### src/rtl/alu_share_arbiter.sv
// Round-robin front end that lets N_REQ requesters share one valid/ready ALU.
// A tag FIFO remembers who issued each in-flight op so results go back in issue order.
module alu_share_arbiter #(
  parameter int XLEN  = 32,
  parameter int N_REQ = 3,
  parameter int TAG_W = 2,
  parameter int DEPTH = 2
) (
  input  logic                  clock,
  input  logic                  reset,
  input  logic [N_REQ-1:0]      req_valid,
  output logic [N_REQ-1:0]      req_ready,
  input  logic [4*N_REQ-1:0]    req_mode,
  input  logic [XLEN*N_REQ-1:0] req_arg1,
  input  logic [XLEN*N_REQ-1:0] req_arg2,
  output logic [N_REQ-1:0]      resp_valid,
  input  logic [N_REQ-1:0]      resp_ready,
  output logic [XLEN-1:0]       resp_result,
  output logic                  alu_din_valid,
  input  logic                  alu_din_ready,
  output logic [3:0]            alu_din_mode,
  output logic [XLEN-1:0]       alu_din_arg1,
  output logic [XLEN-1:0]       alu_din_arg2,
  input  logic                  alu_dout_valid,
  output logic                  alu_dout_ready,
  input  logic [XLEN-1:0]       alu_dout_result,
  output logic [TAG_W:0]        outstanding,
  output logic                  proto_err
);

  localparam int               PTR_W      = (DEPTH > 1) ? $clog2(DEPTH) : 1;
  localparam logic [TAG_W:0]   FULL_COUNT = (TAG_W+1)'(DEPTH);
  localparam logic [PTR_W-1:0] LAST_PTR   = PTR_W'(DEPTH - 1);
  localparam logic [TAG_W-1:0] LAST_REQ   = TAG_W'(N_REQ - 1);

  logic [TAG_W-1:0] rr_ptr;
  logic [TAG_W-1:0] grant_idx;
  logic             grant_any;
  logic [TAG_W-1:0] tag_mem [DEPTH];
  logic [PTR_W-1:0] wr_ptr;
  logic [PTR_W-1:0] rd_ptr;
  logic [TAG_W:0]   count;
  logic [TAG_W-1:0] head;
  logic             not_full;
  logic             not_empty;
  logic             push;
  logic             pop;
  logic             head_ready;

  assign not_full    = (count < FULL_COUNT);
  assign not_empty   = (count != '0);
  assign head        = tag_mem[rd_ptr];
  assign outstanding = count;
  assign resp_result = alu_dout_result;

  // Cyclic search starting at rr_ptr: offset k maps to requester (rr_ptr + k) mod N_REQ.
  always_comb begin
    int target;
    // NOTE: every always_comb output gets a default first, so no path can infer a latch.
    grant_any = 1'b0;
    grant_idx = '0;
    target    = 0;
    for (int k = 0; k < N_REQ; k++) begin
      target = int'(rr_ptr) + k;
      if (target >= N_REQ) target = target - N_REQ;
      for (int i = 0; i < N_REQ; i++) begin
        if (!grant_any && (i == target) && req_valid[i]) begin
          grant_any = 1'b1;
          grant_idx = TAG_W'(i);
        end
      end
    end
  end

  always_comb begin
    alu_din_mode = '0;
    alu_din_arg1 = '0;
    alu_din_arg2 = '0;
    req_ready    = '0;
    for (int i = 0; i < N_REQ; i++) begin
      if (grant_idx == TAG_W'(i)) begin
        alu_din_mode = req_mode[4*i +: 4];
        alu_din_arg1 = req_arg1[XLEN*i +: XLEN];
        alu_din_arg2 = req_arg2[XLEN*i +: XLEN];
        req_ready[i] = grant_any && alu_din_ready && not_full && !reset;
      end
    end
  end

  assign alu_din_valid = grant_any && not_full && !reset;

  // Responses belong to the requester at the FIFO head; nothing is routed while it is empty.
  always_comb begin
    resp_valid = '0;
    head_ready = 1'b0;
    for (int i = 0; i < N_REQ; i++) begin
      if (head == TAG_W'(i)) begin
        resp_valid[i] = alu_dout_valid && not_empty && !reset;
        head_ready    = resp_ready[i];
      end
    end
  end

  assign alu_dout_ready = head_ready && not_empty && !reset;
  assign push           = alu_din_valid && alu_din_ready;
  assign pop            = alu_dout_valid && alu_dout_ready;

  always_ff @(posedge clock) begin
    // NOTE: sequential state uses non-blocking assignments so every register samples pre-edge values.
    if (reset) begin
      rr_ptr    <= '0;
      wr_ptr    <= '0;
      rd_ptr    <= '0;
      count     <= '0;
      proto_err <= 1'b0;
    end else begin
      if (push) begin
        wr_ptr <= (wr_ptr == LAST_PTR) ? '0 : wr_ptr + 1'b1;
        rr_ptr <= (grant_idx == LAST_REQ) ? '0 : grant_idx + 1'b1;
      end
      if (pop) rd_ptr <= (rd_ptr == LAST_PTR) ? '0 : rd_ptr + 1'b1;
      case ({push, pop})
        2'b10:   count <= count + 1'b1;
        2'b01:   count <= count - 1'b1;
        default: count <= count;
      endcase
      if (alu_dout_valid && !not_empty) proto_err <= 1'b1;
    end
  end

  // NOTE: tag storage is not reset; entries are only read between a push and its pop.
  always_ff @(posedge clock) begin
    if (push) tag_mem[wr_ptr] <= grant_idx;
  end

endmodule

### config.mk
export PLATFORM = sky130hd
export DESIGN_NAME = alu_share_arbiter
export DESIGN_NICKNAME = d
export VERILOG_FILES = /design/src/rtl/alu_share_arbiter.sv
export SDC_FILE = /design/constraint.sdc
export NUM_CORES = 1
export LEC_CHECK = 0
export BUFFER_PORTS_ARGS = -buffer_cell sky130_fd_sc_hd__buf_2
export CELL_PAD_IN_SITES_DETAIL_PLACEMENT = 0
export CELL_PAD_IN_SITES_GLOBAL_PLACEMENT = 1
export CORE_AREA = 2 2 137 139
export CTS_CLUSTER_SIZE = 25
export DETAILED_ROUTE_END_ITERATION = 10
export DIE_AREA = 0 0 139 141
export GPL_ROUTABILITY_DRIVEN = 0
export PLACE_DENSITY_LB_ADDON = 0.1
export SLEW_MARGIN = 20
export SYNTH_ARGS = -nofsm -noshare
export SYNTH_HDL_FRONTEND = slang
export SYNTH_SLANG_ARGS = --single-unit
### constraint.sdc
create_clock -name clock -period 5.9 [get_ports clock]
set_input_delay 0 -clock clock [delete_from_list [all_inputs] [get_ports clock]]
set_output_delay 0 -clock clock [all_outputs]
set_load 0.02 [all_outputs]
* After elaboration in Yosys (flattened, before gate mapping)
Memory sizes are Yosys's and may differ from the RTL's. A register that Yosys moved wholly into a read port is not among the register bits.
Index checks and enable logic that the tools add are counted.
** Operators by class
- Eq/ne operators :: 12
- $add $sub $neg :: 10
- Reductions and logical operators :: 46
- Mux-type cells :: 46
- Magnitude comparators :: 4
** Operators by type and width (number)
- 32-bit two-way mux :: 9
- 2-bit by 32-bit == test with 1-bit output, first input constant :: 3
- 3-bit by 32-bit == test with 1-bit output, first input constant :: 3
- 32-bit logical NOT :: 3
- 1-bit logical AND :: 29
- 1-bit two-way mux :: 25
- 2-bit two-way mux :: 8
- 4-bit two-way mux :: 3
- 1-bit logical NOT :: 10
- 3-bit by 2-bit subtractor with 4-bit output, second input constant :: 2
- 2-bit by 1-bit == test with 1-bit output, second input constant :: 3
- 2-bit == test, second input constant :: 3
- 3-bit by 2-bit greater-or-equal comparator with 1-bit output, second input constant :: 2
- 3-bit one-hot mux with 2 select lines :: 1
- 2-bit logical NOT :: 2
- 2-bit by 1-bit adder with 3-bit output, second input constant :: 1
- 2-bit by 2-bit adder with 3-bit output, second input constant :: 1
- 3-bit by 1-bit adder with 3-bit output, second input constant :: 1
- 3-bit by 2-bit less-than comparator with 1-bit output, second input constant :: 1
- 3-bit nonzero test :: 1
- 2-bit by 2-bit subtractor with 3-bit output, second input constant :: 1
- 3-bit by 1-bit subtractor with 3-bit output, second input constant :: 1
- 1-bit adder, second input constant :: 2
- 2-bit by 1-bit adder with 2-bit output, second input constant :: 1
- 2 further kinds :: 2
** Storage, ports and cells
- Flip-flop bits (word level) :: 8
- Input bits :: 246
- Output and inout bits :: 112
- Memory bits (writable) :: 4
- Memories kept :: 1
- Word-level logic and storage cells :: 124
** Memories
- tag_mem :: depth 2, bits a word 2, rd ports 1, clocked after Yosys merged registers in 1, wr ports 1, line 39 : logic [TAG_W-1:0] tag_mem [DEPTH];

* Depth between registers and ports, before layout
Gate-level depths: netlist (run 1).
- Depth in word-level cells :: 42
- Gate-level depth with buffers :: 11
- Mapped depth without buffers :: 10

* Worst setup path after synthesis (run 1)
OpenSTA, ideal clock, no wires.
- Path type :: register -> register
- From :: reg count[2], in the netlist outstanding[2]
- To :: reg count[2], in the netlist outstanding[2]
- Cell stages (with the launch flop) :: 10
- Buffers on the path :: 1
- Period minus slack after synthesis :: 2424 ps
- Arrival time :: 2353 ps
- Setup time :: 70 ps
- Setup slack :: 3476 ps
- Data required time :: 5830 ps
- Path through :: dfxtp_1 -> or3_1 -> or4b_1 -> buf_2 -> ha_1 -> inv_1 -> fa_1 -> xor2_1 -> or3_1 -> a21oi_1
** Between the ends
- Cells in the longest elaborated chain, start to end :: 6
- Elaborated cells between the ends (all ways) :: 14
- Classes of those cells :: add/sub: 2; order compare: 1; eq/ne: 2; mux: 1; reduce/logical: 8
** RTL lines
- start, declared :: line 42 : logic [TAG_W:0] count;
- start signal, assigned :: line 123 : 2'b10: count <= count + 1'b1;
- start signal, assigned :: line 124 : 2'b01: count <= count - 1'b1;
- start signal, assigned :: line 125 : default: count <= count;
- 3-bit by 2-bit less-than comparator with 1-bit output / 3-bit nonzero test (equally long branches) :: line 50, 51
- 1-bit logical AND (on tied branches) (2 in series) :: line 90, 104
- 1-bit logical AND (on tied branches) :: line 105, 106
- 2-bit by 1-bit == test with 1-bit output / 2-bit == test (equally long branches) :: line 122 : case ({push, pop})
- 3-bit one-hot mux with 2 select lines / 2-bit nonzero test (equally long branches)
Several ways; a longest one is shown, not always the timed one.
A chain may end at the register's enable or synchronous reset.

* Final worst setup path (run 1)
- From :: reg rr_ptr[0]
- To :: out alu_din_mode[3]
** Between the ends
- Cells in the longest elaborated chain, start to end :: 41
- Elaborated cells between the ends (all ways) :: 67
- Classes of those cells :: add/sub: 5; order compare: 3; eq/ne: 8; mux: 22; reduce/logical: 29
** RTL lines
- start, declared :: line 36 : logic [TAG_W-1:0] rr_ptr;
- start signal, assigned :: line 119 : rr_ptr <= (grant_idx == LAST_REQ) ? '0 : grant_idx + 1'b1;
- 2-bit by 2-bit subtractor with 3-bit output / 2-bit greater-or-equal comparator (equally long branches) :: line 65 : if (target >= N_REQ) target = target - N_REQ;
- 32-bit two-way mux :: line 65
- 32-bit logical NOT :: line 67 : if (!grant_any && (i == target) && req_valid[i]) begin
- 1-bit logical AND :: line 67
- 1-bit two-way mux :: line 67
- 1-bit logical NOT :: line 67
- 1-bit logical AND (2 in series) :: line 67
- 1-bit two-way mux :: line 67
- (+21 left out)
- 1-bit logical AND (2 in series) :: line 67
- 1-bit two-way mux :: line 67
- 1-bit logical NOT :: line 67
- 1-bit logical AND (2 in series) :: line 67
- 2-bit two-way mux * :: line 67
- 2-bit logical NOT :: line 81 : if (grant_idx == TAG_W'(i)) begin
- 4-bit two-way mux (2 in series) :: line 81
- 4-bit two-way mux * :: line 81
- end, declared :: line 21 : output logic [3:0] alu_din_mode,
Mark *: on every way between the ends. The rest lies on a longest branch, timed or not.

==> results of run 1 <==
==> power breakdown <==
part	total [mW]	internal, mW	switching [mW]
Clock	0.126	0.0909	0.0350
Sequential	0.106	0.0997	0.00600
Combinational	0.421	0.177	0.244
Total	0.652	0.367	0.285
==> per-layer routing <==
layer / vias up / track usage (%) / share of wire (%) / wire [µm]
met1: 1572 / 13.8 / 36 / 4910
met3: 19 / 3.43 / 7.3 / 1000
met4: 0 / 3.14 / 1.8 / 247
met2: 171 / 25.7 / 55 / 7630
met5: - / 0 / 0 / 0
li1: 1641 / - / - / -
==> through the flow <==
step,utilization [%],cell area [µm²],hold slack [ns]
4_1_cts,21.4,3910,0.000137
5_1_grt,21.5,3920,0.0000327
6_report,21.5,3920,0.00000881
2_1_floorplan,-,2390,0.113
3_5_place_dp,21.0,3830,0.000137
3_3_place_gp,21.0,3830,0.000137
==> cell type report <==
cell class              instances  share of cell area [%]
clock buffers                   4                    2.01
multi-input cells             236                    43.2
inverters                      11                    1.05
repair buffers                298                    38.3
flip-flops and latches         13                    7.66
diodes                          4                   0.255
well taps                     234                    7.46
==> cell families (layout without fill, tap and decap cells) <==
family / count (synthesis) / after routing / share of synthesized area [%]
and+or+nand+nor: 80 / 80 / 19.3
other: 0 / 4 / 0
buffers and inverters: 72 / 313 / 16.8
DFF: 13 / 13 / 12.6
adders and majority gates: 4 / 4 / 2.41
AOI/OAI and AO/OA: 117 / 117 / 34.4
xor gates and xnor gates: 3 / 3 / 1.10
muxes: 32 / 32 / 13.4
==> worst max-delay path, delay by kind of cell, from the launching register on <==
family	cells	cell delay [ns]
AOI/OAI and AO/OA	3	1.15
adders and majority gates	1	0.32
buffers and inverters	3	1.02
DFF	1	0.34
muxes	1	0.15
==> sequential cells by signal, indices dropped and copies added, names as in the netlist, named ones only <==
register	count
rr_ptr	2
proto_err	1
rd_ptr	1
tag_mem	4
outstanding	3
wr_ptr	1
==> worst max path at each step <==
stage | startpoint | endpoint
CTS | rr_ptr[0] | alu_din_mode[3]
global placement | rr_ptr[0] | alu_din_arg2[8]
global route | rr_ptr[0] | alu_din_mode[1]
finish | rr_ptr[0] | alu_din_mode[3]
floorplan | outstanding[2] | outstanding[2]
detailed placement | rr_ptr[0] | alu_din_mode[3]
==> cell usage after synthesis <==
cell and instances:
a211oi_4 1, a21oi_1 5, a221o_1 37, a31o_2 1, a31oi_1 1, a32oi_1 1, and2_1 38, and3_1 2
and4b_1 1, buf_2 8, buf_4 32, clkbuf_1 21, dfxtp_1 9, edfxtp_1 4, fa_1 1, ha_1 3
inv_1 11, mux2i_1 32, nand2_1 1, nand2b_1 5, nand3_1 2, nand4b_1 1, nor2_1 14, nor3_1 9
nor3b_1 1, o211ai_1 1, o21a_1 3, o21ai_0 63, o21ba_2 1, o21bai_1 1, o32a_1 1, o41ai_1 1
or2_2 2, or3_1 2, or4_1 1, or4b_1 1, xnor2_1 1, xor2_1 2
==> results.json, run 1 <==
{
  "outcome": "complete, no violations",
  "fin_crit_sh_pct": 55.1,
  "drt_first_iter_violations": 132,
  "final_common_cell": "buf_2",
  "hold_viol": 0,
  "tns_ns": 0,
  "tightestPinTransition_ns": 0.908,
  "worst_path_largest_cell_delay_ns": 0.80,
  "worstPathArrival_ns": 3.25,
  "die_h_um": 141,
  "synth.distinct_cells": 38,
  "drive_gt1_share_pct": 54.8,
  "yosysTopAreaCell": "a221o_1",
  "r2r_slack_ns": 3.18,
  "min_path_type": "in2out",
  "core_um2": 18300,
  "die-width_um": 139,
  "critical_path_required_ns": 5.90,
  "fin_crit_ns": 3.25,
  "cts_buffers": 3,
  "final_cell_mix": "buf_2 (293), o21ai_0 (63), and2_1 (38), a221o_1 (37), mux2i_1 (32)",
  "skew_ns": 0.00665,
  "fill_cells": 2154,
  "worst-r2r-cell-count": 5,
  "r2r_start": "rr_ptr[0]",
  "synth_nets": 571,
  "ctsResizeCount": 0,
  "setup.worst_path.end_class": "output pin",
  "crit_chain": "inv_1 > ha_1 > o21bai_1 > a211oi_4 > buf_4 > mux2i_1 > o21ai_0 > buf_2",
  "ys_warn_count": 0,
  "dp_slack_ns": 2.82,
  "syn_area_per_cell_um2": 7.44,
  "layout.nets": 813,
  "setup.worst_path.class": "reg2out",
  "fmax_mhz": 308,
  "final-setup-viol-count": 0,
  "drv_slew": 0,
  "worstPathMaxFanout": 51,
  "min_to": "resp_result[13]",
  "antenna_found_initial": 3,
  "grt_max_degree": 52,
  "holdBufCountCts": 0,
  "dr.pass1.iters": 4,
  "cts_buffer_depth": 2,
  "slowest_stage": "a211oi_4",
  "routed_wirelength_mm": 13.8,
  "grt_pass1_vias": 3534,
  "ys_ff_latch": 13,
  "cts_root_buf": "clkbuf_16",
  "multi_input_area_um2": 1700,
  "synthCells": 321,
  "clk_pin_slew_ns": 0.05,
  "hpwl_mm": 11.2,
  "boundaryPins": 358,
  "regArea_um2": 300,
  "num_rows": 50,
  "peakVddDrop_v": 0.0000544,
  "cts.sinks": 13,
  "fin_cells": 800,
  "grt_pass1_wl_mm": 20.3,
  "synthTopCellsByArea": "a221o_1 (16%), mux2i_1 (13%), o21ai_0 (13%)",
  "leakage_nw": 1.96,
  "maxCapViolations": 0,
  "cts_tree": "yes",
  "overflow": 0,
  "power_uw": 652,
  "start_kind": "flop",
  "dp_cells": 792,
  "cts_setup_buffers": 0,
  "wl_per_cell_um": 17.2,
  "area_growth_pct": 64.3,
  "yosysTopAreaCellShare_pct": 15.5,
  "die_area_um2": 19600,
  "cts.htree.levels": 1,
  "slew_headroom_pct": 39.3,
  "rsz0062_at_grt": "no",
  "netlist_area_um2": 2390,
  "r2r-end": "tag_mem[1][0]",
  "clk_latency_ns": 0.24,
  "vias": 3403,
  "grt.total_usage_pct": 13.1,
  "whs_path_depth": 0,
  "hold_start": "alu_dout_result[13]",
  "ant_nets": 0,
  "drc": 0,
  "final.setup.worst_slack_ns": 2.65,
  "vias_per_cell": 4.25,
  "p_per_area_nw_per_um2": 166,
  "start_util_pct": 13.1,
  "io_buffers": 293,
  "ys_seq_area_share_pct": 12.6
}
(Power assumes the default switching activity.)
==> run 2, diff against run 1 <==
- CORE_AREA: 2 2 137 139 -> 2 2 141 143
- DIE_AREA: 0 0 139 141 -> 0 0 143 145
- clock period: 5.9 -> 3.13 ns (I/O delays scaled with it)
==> run 2 against run 1 <==
Against the previous run: final area increased by 1.7%; flip-flop and latch count unchanged; critical path depth stayed put; non-clock buffer count rose by 1; total power increased by 92%; first-iteration DRC count is 15% higher; critical path type unchanged; largest cell class unchanged.
==> results.json, run 2 (synthesis gave the netlist of run 1 again) <==
{
  "outcome": "complete, no violations",
  "grt_pass1_vias": 3547,
  "dp_cells": 824,
  "hpwl_mm": 11.2,
  "cts_setup_buffers": 0,
  "ant_nets": 0,
  "start_util_pct": 12.4,
  "top_register": "tag_mem",
  "path_buf_inv": 3,
  "cts_root_buf": "clkbuf_16",
  "routed_wirelength_mm": 13.6,
  "final-setup-viol-count": 0,
  "fin_crit_sh_pct": 88.8,
  "boundaryPins": 358,
  "vias": 3376,
  "p_per_area_nw_per_um2": 314,
  "maxCapViolations": 0,
  "drv_slew": 0,
  "startpoint": "rr_ptr[0]",
  "cts.sinks": 13,
  "clk_latency_ns": 0.24,
  "wl_per_cell_um": 16.4,
  "fin_crit_ns": 2.78,
  "final_cell_mix": "buf_2 (293), o21ai_0 (63), and2_1 (38), a221o_1 (37), mux2i_1 (32)",
  "antenna_found_initial": 2,
  "critPathTopFamily": "compound AO/OA/AOI/OAI gates",
  "hold_viol": 0,
  "holdBufCountCts": 0,
  "cts.htree.levels": 1,
  "die-width_um": 143,
  "grt_pass1_wl_mm": 20.2,
  "io_buffers": 293,
  "rsz0062_at_grt": "no",
  "peakVddDrop_v": 0.000175,
  "slew_headroom_pct": 50.5,
  "die_h_um": 145,
  "die_area_um2": 20700,
  "cts_buffer_depth": 2,
  "area_growth_pct": 67.0,
  "fin_cells": 829,
  "cts_tree": "yes",
  "skew_ns": 0.00332,
  "drive_gt1_share_pct": 55.1,
  "tightestPinTransition_ns": 0.742,
  "leakage_nw": 1.97,
  "grt.total_usage_pct": 12.4,
  "vias_per_cell": 4.07,
  "start_kind": "flop",
  "final_common_cell": "buf_2",
  "tns_ns": 0,
  "setup.worst_path.end_class": "output pin",
  "dr.pass1.iters": 6,
  "overflow": 0,
  "drc": 0,
  "placed_area_um2": 3910,
  "grt_max_degree": 70,
  "core_um2": 19200,
  "worstPathMaxFanout": 69,
  "largest_reg_flops": 4,
  "worstPathArrival_ns": 2.78,
  "cts_buffers": 3,
  "slowest_stage": "a211oi_4",
  "r2r_start": "rr_ptr[0]",
  "setup.worst_path.class": "reg2out",
  "final_cell_area_um2": 3990,
  "clk_pin_slew_ns": 0.05,
  "power_mw": 1.25,
  "hold_start": "alu_dout_result[11]",
  "fmax_mhz": 360,
  "ctsResizeCount": 0,
  "crit_chain": "inv_1 > ha_1 > and2_1 > a211oi_4 > buf_12 > mux2i_1 > o21ai_0 > buf_2",
  "critical_path_required_ns": 3.13,
  "drt_first_iter_violations": 152,
  "num_rows": 51,
  "min_path_type": "in2out",
  "worst_path_largest_cell_delay_ns": 0.50,
  "layout.nets": 814
}
[run 2: changes by cell type in the layout (fill, tap and decap cells not counted)]
cell,change
buf_4,-1
clkbuf_1,-1
buf_12,+2
clkinv_2,+1
diode_2,-3
[run 2: worst paths after layout]
path	end	slack (ns)	cells after the start
max reg2reg	outstanding[2]	0.49	10
min reg2reg	proto_err	0.47	2
max	alu_din_arg1[0]	0.35	8
min	resp_result[11]	0.000007	0
[run 2: per-stage QoR]
stage | worst slack, ns | hold slack [ns] | util [%]
after floorplan | 0.706 | 0.113 | -
after global placement | 0.512 | 0.000137 | 20.3
after detailed placement | 0.499 | 0.000137 | 20.3
after CTS | 0.260 | 0.000137 | 20.7
after global routing | 0.0769 | 0.0000521 | 20.7
final | 0.352 | 0.00000667 | 20.8
[run 2: final cells by class]
type | instances | area, µm²
Timing Repair Buffer | 299 | 1540
Tap cell | 265 | 332
Antenna cell | 1 | 2.50
Clock buffer | 3 | 75.1
Sequential cell | 13 | 300
Clock inverter | 1 | 5.00
Inverter | 11 | 41.3
Multi-Input combinational cell | 236 | 1700
Fill cell | 2268 | 15200
[run 2: where the power goes]
part           switching, mW  internal [mW]  leakage (nW)  total (mW)
clock                 0.0757          0.170        0.0409       0.246
sequential            0.0116          0.188         0.111       0.199
combinational          0.469          0.340          1.82       0.808
total                  0.556          0.698          1.97        1.25
[run 2: routing by layer]
layer,part of all wire (%),wire [µm],global-route usage (%),vias up
met5,0.095,13,0,-
li1,-,-,-,1646
met1,38,5150,14.0,1547
met3,10,1380,4.36,13
met2,51,7010,23.1,168
met4,0.51,70,1.09,2
==> run 3, diff against run 2 <==
--- a/config.mk
+++ b/config.mk
@@ -7,2 +7,3 @@
 export LEC_CHECK = 0
+export ABC_AREA = 1
 export BUFFER_PORTS_ARGS = -buffer_cell sky130_fd_sc_hd__buf_2
@@ -10,7 +11,6 @@
 export CELL_PAD_IN_SITES_GLOBAL_PLACEMENT = 1
-export CORE_AREA = 2 2 141 143
+export CORE_AREA = 2 2 137 139
 export CTS_CLUSTER_SIZE = 25
 export DETAILED_ROUTE_END_ITERATION = 10
-export DIE_AREA = 0 0 143 145
-export GPL_ROUTABILITY_DRIVEN = 0
+export DIE_AREA = 0 0 139 141
 export PLACE_DENSITY_LB_ADDON = 0.1
--- a/constraint.sdc
+++ b/constraint.sdc
@@ -3,2 +3,2 @@
 set_output_delay 0 -clock clock [all_outputs]
-set_load 0.02 [all_outputs]
+set_load 0.05 [all_outputs]
==> run 3 against run 2 <==
Against the previous run: via count rose by 4.0%; critical path type is now reg2reg; wire length fell by 11%; combinational power rose by 120%; first-iteration DRC count fell by 33%; highest routed layer is now met4; synthesized cell count rose by 35%; hold slack barely moved; die area fell by 5.5%.
==> results.json, run 3 <==
{
  "ys_warn_count": 0,
  "cts_root_buf": "clkbuf_16",
  "synthCells": 433,
  "die_h_um": 141,
  "setup.worst_path.class": "reg2reg",
  "grtUsageMet1_pct": 13.2,
  "cts_tree": "yes",
  "synthTopCellsByArea": "nand2_1 (38%), nand3_1 (17%), buf_4 (11%)",
  "tightestPinTransition_ns": 0.570,
  "dr.pass1.iters": 5,
  "largest_reg_flops": 4,
  "gr-usage-met2_pct": 22.1,
  "drive_gt1_share_pct": 45.2,
  "ant_nets": 0,
  "clk_latency_ns": 0.24,
  "fin_crit_ns": 2.69,
  "grt_max_degree": 50,
  "start_kind": "flop",
  "worst-r2r-cell-count": 14,
  "yosysTopAreaCellShare_pct": 37.6,
  "cts.sinks": 13,
  "die-width_um": 139,
  "dp_slack_ns": 0.433,
  "gr-usage-met3_pct": 3.33,
  "io_buffers": 293,
  "drc": 0,
  "die_area_um2": 19600,
  "cts.htree.levels": 1,
  "cts_buffer_depth": 2,
  "grt_pass1_wl_mm": 18.5,
  "vias": 3512,
  "grt.total_usage_pct": 11.6,
  "hold_viol": 0,
  "num_rows": 50,
  "clk_pin_slew_ns": 0.05,
  "setup.worst_path.end_class": "flop",
  "netlist_area_um2": 2240,
  "min_to": "resp_result[11]",
  "wl_per_cell_um": 13.2,
  "drv_slew": 0,
  "final-setup-viol-count": 0,
  "final.setup.worst_slack_ns": 0.438,
  "routed_wirelength_mm": 12.1,
  "synth_edf_count": 4,
  "critical_path_required_ns": 3.26,
  "routabilityCongestion": 0.763,
  "tns_ns": 0,
  "final_common_cell": "buf_2",
  "leakage_nw": 2.22,
  "diodes": 0,
  "synth_common_cells": "nand2_1 (225), nand3_1 (76), buf_4 (33)",
  "busiest_layer": "met2",
  "yosysMostFrequentCell": "nand2_1",
  "whs_path_depth": 0,
  "skew_ns": 0.00429,
  "final_cell_mix": "buf_2 (290), nand2_1 (225), nand3_1 (76), inv_1 (21), a21oi_1 (12)",
  "maxCapViolations": 0,
  "synth.distinct_cells": 22,
  "cts_buffers": 3,
  "syn_area_per_cell_um2": 5.18,
  "drt_first_iter_violations": 102,
  "dp_cells": 914,
  "fin_crit_sh_pct": 86.0,
  "grt_pass1_vias": 3453,
  "ys_ff_latch": 13,
  "worstPathArrival_ns": 2.82,
  "hold_start": "alu_dout_result[11]",
  "min_path_type": "in2out",
  "r2r_slack_ns": 0.44,
  "overflow": 0,
  "holdBufCountCts": 0,
  "boundaryPins": 358,
  "vias_per_cell": 3.83,
  "ctsResizeCount": 0,
  "start_util_pct": 12.3,
  "antenna_found_initial": 0,
  "outcome": "complete, no violations",
  "r2r-end": "outstanding[2]",
  "area_growth_pct": 69.9,
  "p_per_area_nw_per_um2": 590,
  "core_um2": 18300,
  "top_register": "tag_mem",
  "hpwl_mm": 10.1,
  "yosysTopAreaCell": "nand2_1",
  "fmax_mhz": 371,
  "synth_nets": 683,
  "r2r_start": "rr_ptr[0]",
  "layout.nets": 935,
  "rsz0062_at_grt": "no",
  "cts_setup_buffers": 0,
  "synth_flop_cell": "dfxtp_1",
  "slew_headroom_pct": 62.0,
  "worstPathMaxFanout": 6,
  "ys_seq_area_share_pct": 13.4,
  "peakVddDrop_v": 0.000200,
  "fin_cells": 918,
  "synthArstFlopShare_pct": 0
}
## run 3: how the worst max path moves through the flow
stage | start | to | slack [ns]
after floorplan | rr_ptr[0] | outstanding[2] | 0.71
after CTS | rr_ptr[0] | outstanding[2] | 0.42
after detailed placement | rr_ptr[0] | outstanding[2] | 0.43
after global routing | rr_ptr[0] | outstanding[2] | 0.14
after global placement | rr_ptr[0] | outstanding[2] | 0.49
final | rr_ptr[0] | outstanding[2] | 0.44
## run 3: stage by stage
stage	hold slack (ns)	area [µm²]	utilization (%)	power, mW
3_3_place_gp	0.000341	3730	20.4	2.04
4_1_cts	0.000341	3810	20.9	2.29
3_5_place_dp	0.000341	3730	20.4	2.04
5_1_grt	0.0000741	3810	20.9	2.41
6_report	0.0000220	3810	20.9	2.25
2_1_floorplan	0.0691	2240	-	1.62
## run 3: cell type report
type / instances / area (µm²)
clock buffers: 4 / 78.8
fillers: 2183 / 14500
inverters: 23 / 86.3
multi-input cells: 344 / 1490
flip-flops and latches: 13 / 300
well taps: 234 / 293
repair buffers: 300 / 1560
## run 3: kinds of logic after synthesis
family                   count (synthesis)  synth area share (%)
AO/OA/AOI/OAI                           22                  4.91
buffers and inverters                   76                  20.2
flip-flops                              13                  13.4
adder cells (fa/ha/maj)                  4                  2.57
AND/OR/NAND/NOR                        318                  59.0
## run 3: routing by layer
layer  vias to the layer above  part of all wire [%]
li1                       1840                     -
met1                      1507                    39
met2                       161                    52
met3                         4                   8.2
met4                         0                  0.31
met5                         -                     0
## run 3: report_power, final
| part | total (mW) | internal (mW) | switching [mW] | leakage [nW] |
|---|---|---|---|---|
| Clock | 0.239 | 0.172 | 0.0678 | 0.0382 |
| Combinational | 1.81 | 0.448 | 1.36 | 2.07 |
| Sequential | 0.198 | 0.189 | 0.00835 | 0.111 |
| Total | 2.25 | 0.809 | 1.44 | 2.22 |
## run 3: critical path, stage by stage, from the launching register on
cell and delay (ns):
dfxtp_1 0.35, inv_1 0.05, ha_1 0.32, o21ai_1 0.19, nand2_2 0.09, nor2_2 0.13
nand4_1 0.14, nand3b_1 0.24, ha_1 0.18, inv_1 0.06, fa_1 0.37, a21oi_1 0.14
o21ai_0 0.11, o21ai_0 0.15, a21oi_1 0.05
